`src/rtl/trap_ctrl_pkg.sv`:
```
// Shared definitions for the machine-mode trap sequencer.
//   - `XLEN default data/PC width (shared with the rest of the core)
//   - FSM state encoding, exception code constants, mcause interrupt bit
`ifndef XLEN
`define XLEN 32
`endif

package trap_ctrl_pkg;

  // Sequencer states
  localparam logic [1:0] IDLE    = 2'd0;
  localparam logic [1:0] TRAP_WR = 2'd1;
  localparam logic [1:0] REDIR   = 2'd2;

  // Synchronous exception codes reported by WB
  localparam logic [3:0] ILLEGAL_INSTR = 4'd2;
  localparam logic [3:0] BREAKPOINT    = 4'd3;
  localparam logic [3:0] LOAD_MISALIGN = 4'd4;
  localparam logic [3:0] ECALL_M       = 4'd11;

  // Machine external interrupt code (used with the interrupt bit set)
  localparam logic [3:0] MEI_CODE = 4'd11;

  localparam int unsigned MCAUSE_IRQ_BIT = `XLEN - 1;

endpackage

```
`src/rtl/trap_ctrl.sv`:
```
// Machine-mode trap sequencer.
// Takes exception/mret reports from WB, writes mcause/mtval/mepc into the
// CSR file, then holds flush until fetch accepts a redirect to mtvec (trap)
// or mepc (mret).
// Optional build macro: TRAP_CTRL_IRQ_EN adds irq_i (level external
// interrupt) which takes an interrupt trap in IDLE.
// Ports:
//   clk, rst                 clock, synchronous active-high reset
//   wb_*_i                   retiring-instruction report from WB
//   mcause/mtval/mepc_*_o    CSR exception write port
//   mtvec_rdata_i/mepc_rdata_i  CSR read-back for redirect targets
//   flush_o                  kill younger in-flight instructions
//   redir_valid_o/redir_pc_o/redir_ready_i  redirect handshake with fetch
//   busy_o                   sequencer not idle, WB must not retire
`ifndef XLEN
`define XLEN 32
`endif

module trap_ctrl
  import trap_ctrl_pkg::*;
#(
  parameter int unsigned CAUSE_W = 4,
  parameter int unsigned XLEN    = `XLEN
) (
  input  logic               clk,
  input  logic               rst,
  input  logic               wb_valid_i,
  input  logic [`XLEN-1:0]   wb_pc_i,
  input  logic               wb_excp_i,
  input  logic [CAUSE_W-1:0] wb_excp_code_i,
  input  logic [`XLEN-1:0]   wb_excp_tval_i,
  input  logic               wb_mret_i,
`ifdef TRAP_CTRL_IRQ_EN
  input  logic               irq_i,
`endif
  output logic               mcause_wen_o,
  output logic [`XLEN-1:0]   mcause_wdata_o,
  output logic               mtval_wen_o,
  output logic [`XLEN-1:0]   mtval_wdata_o,
  output logic               mepc_wen_o,
  output logic [`XLEN-1:0]   mepc_wdata_o,
  input  logic [`XLEN-1:0]   mtvec_rdata_i,
  input  logic [`XLEN-1:0]   mepc_rdata_i,
  output logic               flush_o,
  output logic               redir_valid_o,
  output logic [`XLEN-1:0]   redir_pc_o,
  input  logic               redir_ready_i,
  output logic               busy_o
);

  logic [1:0]      state_q, state_d;
  logic [XLEN-1:0] cause_q, cause_d;
  logic [XLEN-1:0] tval_q, tval_d;
  logic [XLEN-1:0] epc_q, epc_d;
  logic [XLEN-1:0] target_q, target_d;
  logic            wen_q, wen_d;
  logic            redir_valid_q, redir_valid_d;
  logic            busy_q, busy_d;

  logic trap_trig, mret_trig;

  assign trap_trig = wb_valid_i & wb_excp_i;
  assign mret_trig = wb_valid_i & wb_mret_i & ~wb_excp_i;

  // Next-state and capture logic
  always_comb begin
    state_d  = state_q;
    cause_d  = cause_q;
    tval_d   = tval_q;
    epc_d    = epc_q;
    target_d = target_q;
    wen_d    = 1'b0;
    unique case (state_q)
      IDLE: begin
        if (trap_trig) begin
          cause_d = XLEN'(wb_excp_code_i);
          tval_d  = wb_excp_tval_i;
          epc_d   = wb_pc_i & ~XLEN'(3);
          wen_d   = 1'b1;
          state_d = TRAP_WR;
        end
`ifdef TRAP_CTRL_IRQ_EN
        else if (irq_i & wb_valid_i) begin
          // Interrupted instruction retires, so return past it
          cause_d = (XLEN'(1) << MCAUSE_IRQ_BIT) | XLEN'(MEI_CODE);
          tval_d  = '0;
          epc_d   = wb_pc_i + XLEN'(4);
          wen_d   = 1'b1;
          state_d = TRAP_WR;
        end
`endif
        else if (mret_trig) begin
          target_d = mepc_rdata_i;
          state_d  = REDIR;
        end
      end
      TRAP_WR: begin
        target_d = mtvec_rdata_i;
        state_d  = REDIR;
      end
      REDIR: begin
        if (redir_valid_q & redir_ready_i) state_d = IDLE;
      end
      default: state_d = IDLE;
    endcase
    redir_valid_d = (state_d == REDIR);
    busy_d        = (state_d != IDLE);
  end

  // State and output registers
  always_ff @(posedge clk) begin
    if (rst) begin
      state_q       <= IDLE;
      cause_q       <= '0;
      tval_q        <= '0;
      epc_q         <= '0;
      target_q      <= '0;
      wen_q         <= 1'b0;
      redir_valid_q <= 1'b0;
      busy_q        <= 1'b0;
    end else begin
      state_q       <= state_d;
      cause_q       <= cause_d;
      tval_q        <= tval_d;
      epc_q         <= epc_d;
      target_q      <= target_d;
      wen_q         <= wen_d;
      redir_valid_q <= redir_valid_d;
      busy_q        <= busy_d;
    end
  end

  // Reset during TRAP_WR must suppress the already-registered write strobe
  assign mcause_wen_o   = wen_q & ~rst;
  assign mtval_wen_o    = wen_q & ~rst;
  assign mepc_wen_o     = wen_q & ~rst;
  assign mcause_wdata_o = cause_q;
  assign mtval_wdata_o  = tval_q;
  assign mepc_wdata_o   = epc_q;
  assign redir_valid_o  = redir_valid_q;
  assign redir_pc_o     = target_q;
  assign flush_o        = busy_q;
  assign busy_o         = busy_q;

endmodule

```
`config.mk`:
```
export PLATFORM = sky130hd
export DESIGN_NAME = trap_ctrl
export DESIGN_NICKNAME = d
export VERILOG_FILES = /design/src/rtl/trap_ctrl_pkg.sv /design/src/rtl/trap_ctrl.sv
export SDC_FILE = /design/constraint.sdc
export NUM_CORES = 1
export LEC_CHECK = 0
export CAP_MARGIN = 20
export CORE_UTILIZATION = 35
export CTS_CLUSTER_SIZE = 25
export DETAILED_ROUTE_END_ITERATION = 10
export PLACE_DENSITY = 0.86
export RECOVER_POWER = 100
export SLEW_MARGIN = 10
export SYNTH_ARGS = -nofsm -noshare
export SYNTH_HDL_FRONTEND = slang
export SYNTH_SLANG_ARGS = --single-unit
```
`constraint.sdc`:
```
create_clock -name clk -period 4.36 [get_ports clk]
set_clock_uncertainty 0.1 [all_clocks]
set_input_delay 0.654 -clock clk [delete_from_list [all_inputs] [get_ports clk]]
set_output_delay 0.654 -clock clk [all_outputs]
set_load 0.02 [all_outputs]
```
==> impl_metrics.json <==
{
  "clk_latency_ns": 0.34,
  "multi_input_area_sq_mm": 0.00169,
  "crit_end": "mtval_wdata_o[0]$_SDFFE_PP0N_",
  "worst-setup-path-type": "flop to flop",
  "synth_top_area_share": 0.474,
  "final_common_cell": "clkdlybuf4s50_1",
  "critPathMaxStageDelay_ns": 1.22,
  "hp-class": "flop to flop",
  "cts_buffers": 9,
  "fp.dieW_um": 113,
  "use_met2": 0.326,
  "cellPowerDensity_mw_per_mm2": 339,
  "synthTopCellsByArea": "dfxtp_1 47%, nand2_1 11%, a21oi_1 8.1%, o221a_1 7.8%, a221oi_1 6.4%",
  "maxCapViolations": 2,
  "synth_area_sq_mm": 0.00435,
  "cts_buffer_depth": 2,
  "core_area_sq_mm": 0.0121,
  "synthAdderAreaFrac": 0,
  "violations": "capacitance limit, slew limit",
  "switching_share": 0.279,
  "ctsResizeCount": 0,
  "drc": 0,
  "worstPathBufferInverterCount": 2,
  "hold_slack_ns": 0.348,
  "fin_area_sq_mm": 0.00698,
  "cp_max_fo": 66,
  "reg2reg_slack_ns": 1.07,
  "synth_simple_gate_area_frac": 0.133,
  "path_cells": "clkbuf_1, and4bb_2, clkbuf_2, nand2_1, a21oi_1",
  "setup_viol": 0,
  "worst_pin_slew_ns": 1.70,
  "dp_hpwl_um": 8660,
  "grt_overflow": 0,
  "vdd_drop_max_uv": 314,
  "via_count": 4238,
  "ys_seq_elements": 103,
  "fmax_ghz": 0.304,
  "crit_cells": 5,
  "power_frac_clock": 0.352,
  "grt_pass1_vias": 4012,
  "critPathTopFamily": "buffers and inverters",
  "synthCells": 523,
  "synthXorXnorAreaFrac": 0,
  "postRouteAntennaNets": 0,
  "die-area_sq_mm": 0.0129,
  "min_period_ns": 3.29,
  "netlist-cell-type-count": 22,
  "via_per_inst": 4.67,
  "grt_max_degree": 69,
  "yosysSeqAreaShare": 0.474,
  "fillers": 1039,
  "power_leakage_uw": 0.00292,
  "required_ns": 4.44,
  "clkSinkCount": 103,
  "reg2reg_to": "mtval_wdata_o[0]$_SDFFE_PP0N_",
  "drive_above_1_share": 0.0352,
  "row_count": 40,
  "track_usage": 0.191,
  "p_int_uw": 1700,
  "arrival_ns": 3.38,
  "grtUsageMet3": 0.0776,
  "p_sw_uw": 659,
  "cts-root-buf": "clkbuf_16",
  "cp-startpoint": "state_q[1]$_SDFF_PP0_",
  "rr_worst_depth": 5,
  "ios": 272,
  "routabilityCongestion": 0.714,
  "dpl_cell_area_sq_mm": 0.00665,
  "status": "complete, but fails checks",
  "port_buffers": 239,
  "reg2reg_from": "state_q[1]$_SDFF_PP0_",
  "cp-end-kind": "flop",
  "h-tree-depth": 3,
  "max-slew-margin-rel": -0.134,
  "muxShareOfSynthArea": 0,
  "grtUsageMet1": 0.213,
  "synth-compound-area-share": 0.230,
  "tns_ns": 0,
  "cts-hold-fix-buffers": 0,
  "drt_first_pass_iters": 4,
  "synth_top_family_by_area": "compound AO/OA/AOI/OAI gates",
  "wirelength_um": 12500,
  "slew_violations": 71,
  "final_cell_mix": "135 x clkdlybuf4s50_1, 133 x nand2_1, 103 x dfxtp_1, 103 x dlygate4sd3_1, 70 x a21oi_1",
  "avgSynthCellArea_sq_um": 8.32,
  "hold_viol": 0,
  "antenna_found_initial": 0,
  "period_share": 0.755,
  "rsz0062_at_grt": "false",
  "regArea_sq_mm": 0.00206,
  "cts_tree": "built",
  "drt-wirelength-per-cell_um": 13.8,
  "startpoint_type": "flop",
  "setup_slack_ns": 1.07,
  "sequentialPowerShare": 0.437,
  "clk_pin_slew_ns": 0.07,
  "nets": 872,
  "top_usage_layer": "met2",
  "drt_iter0_drc": 326,
  "synth_top_cell_by_area": "dfxtp_1",
  "crit_slowest_cell": "clkbuf_1",
  "synth_warnings": 0,
  "pwr-share-comb": 0.211,
  "area.growth.synth_to_final_pct": 60.3,
  "cts_setup_buffers": 0,
  "grt_pass1_wl_um": 19400,
  "die_y_um": 113,
  "n_antenna_cell": 0,
  "fin_util": 0.578,
  "start_util": 0.361,
  "dp_slack_ns": 1.54
}
[Yosys cell counts]
master	instances
o211ai_1	1
buf_4	37
buf_2	12
or2b_1	1
nor2_1	2
nand4bb_1	1
nand3b_1	1
nand2b_1	1
nor2b_1	3
o221a_1	30
buf_6	4
a21oi_1	70
nand2_1	133
clkbuf_1	20
and4bb_2	1
dfxtp_1	103
o221a_2	2
conb_1	1
a221oi_1	32
inv_1	65
buf_1	2
or3_1	1
[registers in the layout (all words and copies together), names as in the netlist]
name,flops
mtval_wdata_o,32
redir_pc_o,32
mepc_wdata_o,30
mcause_wdata_o,4
state_q,2
busy_o,1
redir_valid_o,1
wen_q,1
[how the worst min path moves through the flow]
stage / startpoint / end / slack [ns] / depth (start not counted)
after floorplan: mtval_wdata_o[10]$_SDFFE_PP0N_ / mtval_wdata_o[10]$_SDFFE_PP0N_ / 0.43 / 2
after global placement: mtval_wdata_o[10]$_SDFFE_PP0N_ / mtval_wdata_o[10]$_SDFFE_PP0N_ / 0.34 / 2
after detailed placement: mepc_wdata_o[11]$_SDFFE_PP0N_ / mepc_wdata_o[11]$_SDFFE_PP0N_ / 0.35 / 2
after CTS: mepc_wdata_o[11]$_SDFFE_PP0N_ / mepc_wdata_o[11]$_SDFFE_PP0N_ / 0.36 / 2
after global routing: mepc_wdata_o[15]$_SDFFE_PP0N_ / mepc_wdata_o[15]$_SDFFE_PP0N_ / 0.37 / 2
final: mepc_wdata_o[21]$_SDFFE_PP0N_ / mepc_wdata_o[21]$_SDFFE_PP0N_ / 0.35 / 2
[layout make-up]
| type | instances | area share |
|---|---|---|
| Clock inverter | 7 | 0.0117 |
| Tap cell | 168 | 0.0301 |
| Clock buffer | 9 | 0.0323 |
| Sequential cell | 103 | 0.296 |
| Timing Repair Buffer | 246 | 0.353 |
| Multi-Input combinational cell | 309 | 0.242 |
| Inverter | 65 | 0.0350 |
[logic make-up after synthesis]
kind of cell | Yosys count
AO/OA/AOI/OAI | 135
buffers and inverters | 140
flip-flops | 103
other | 1
AND/OR/NAND/NOR | 144
[routing by layer]
| layer | wire (um) | vias to the layer above |
|---|---|---|
| li1 | - | 2117 |
| met1 | 5090 | 1913 |
| met2 | 5920 | 194 |
| met3 | 1270 | 14 |
| met4 | 194 | 0 |
| met5 | 0 | - |
[through the flow]
| step | power (uW) | cells |
|---|---|---|
| after floorplan | 1330 | 552 |
| after global placement | 1560 | 889 |
| after detailed placement | 1570 | 889 |
| after CTS | 2410 | 905 |
| after global routing | 2470 | 907 |
| final | 2360 | 907 |
[power by group through the flow]
stage	clock (uW)	sequential (uW)	combinational [uW]
after global placement	0	1050	510
final	830	1030	499
after CTS	856	1040	518
after floorplan	0	1120	205
after global routing	892	1040	539
after detailed placement	0	1060	515
[worst min-delay path, delay by kind of cell (launching register included)]
kind | cells | cell delay [ns]
compound gates | 1 | 0.05
flops | 1 | 0.31
simple gates | 1 | 0.05
Note: power is estimated with default switching activity, not from simulation.
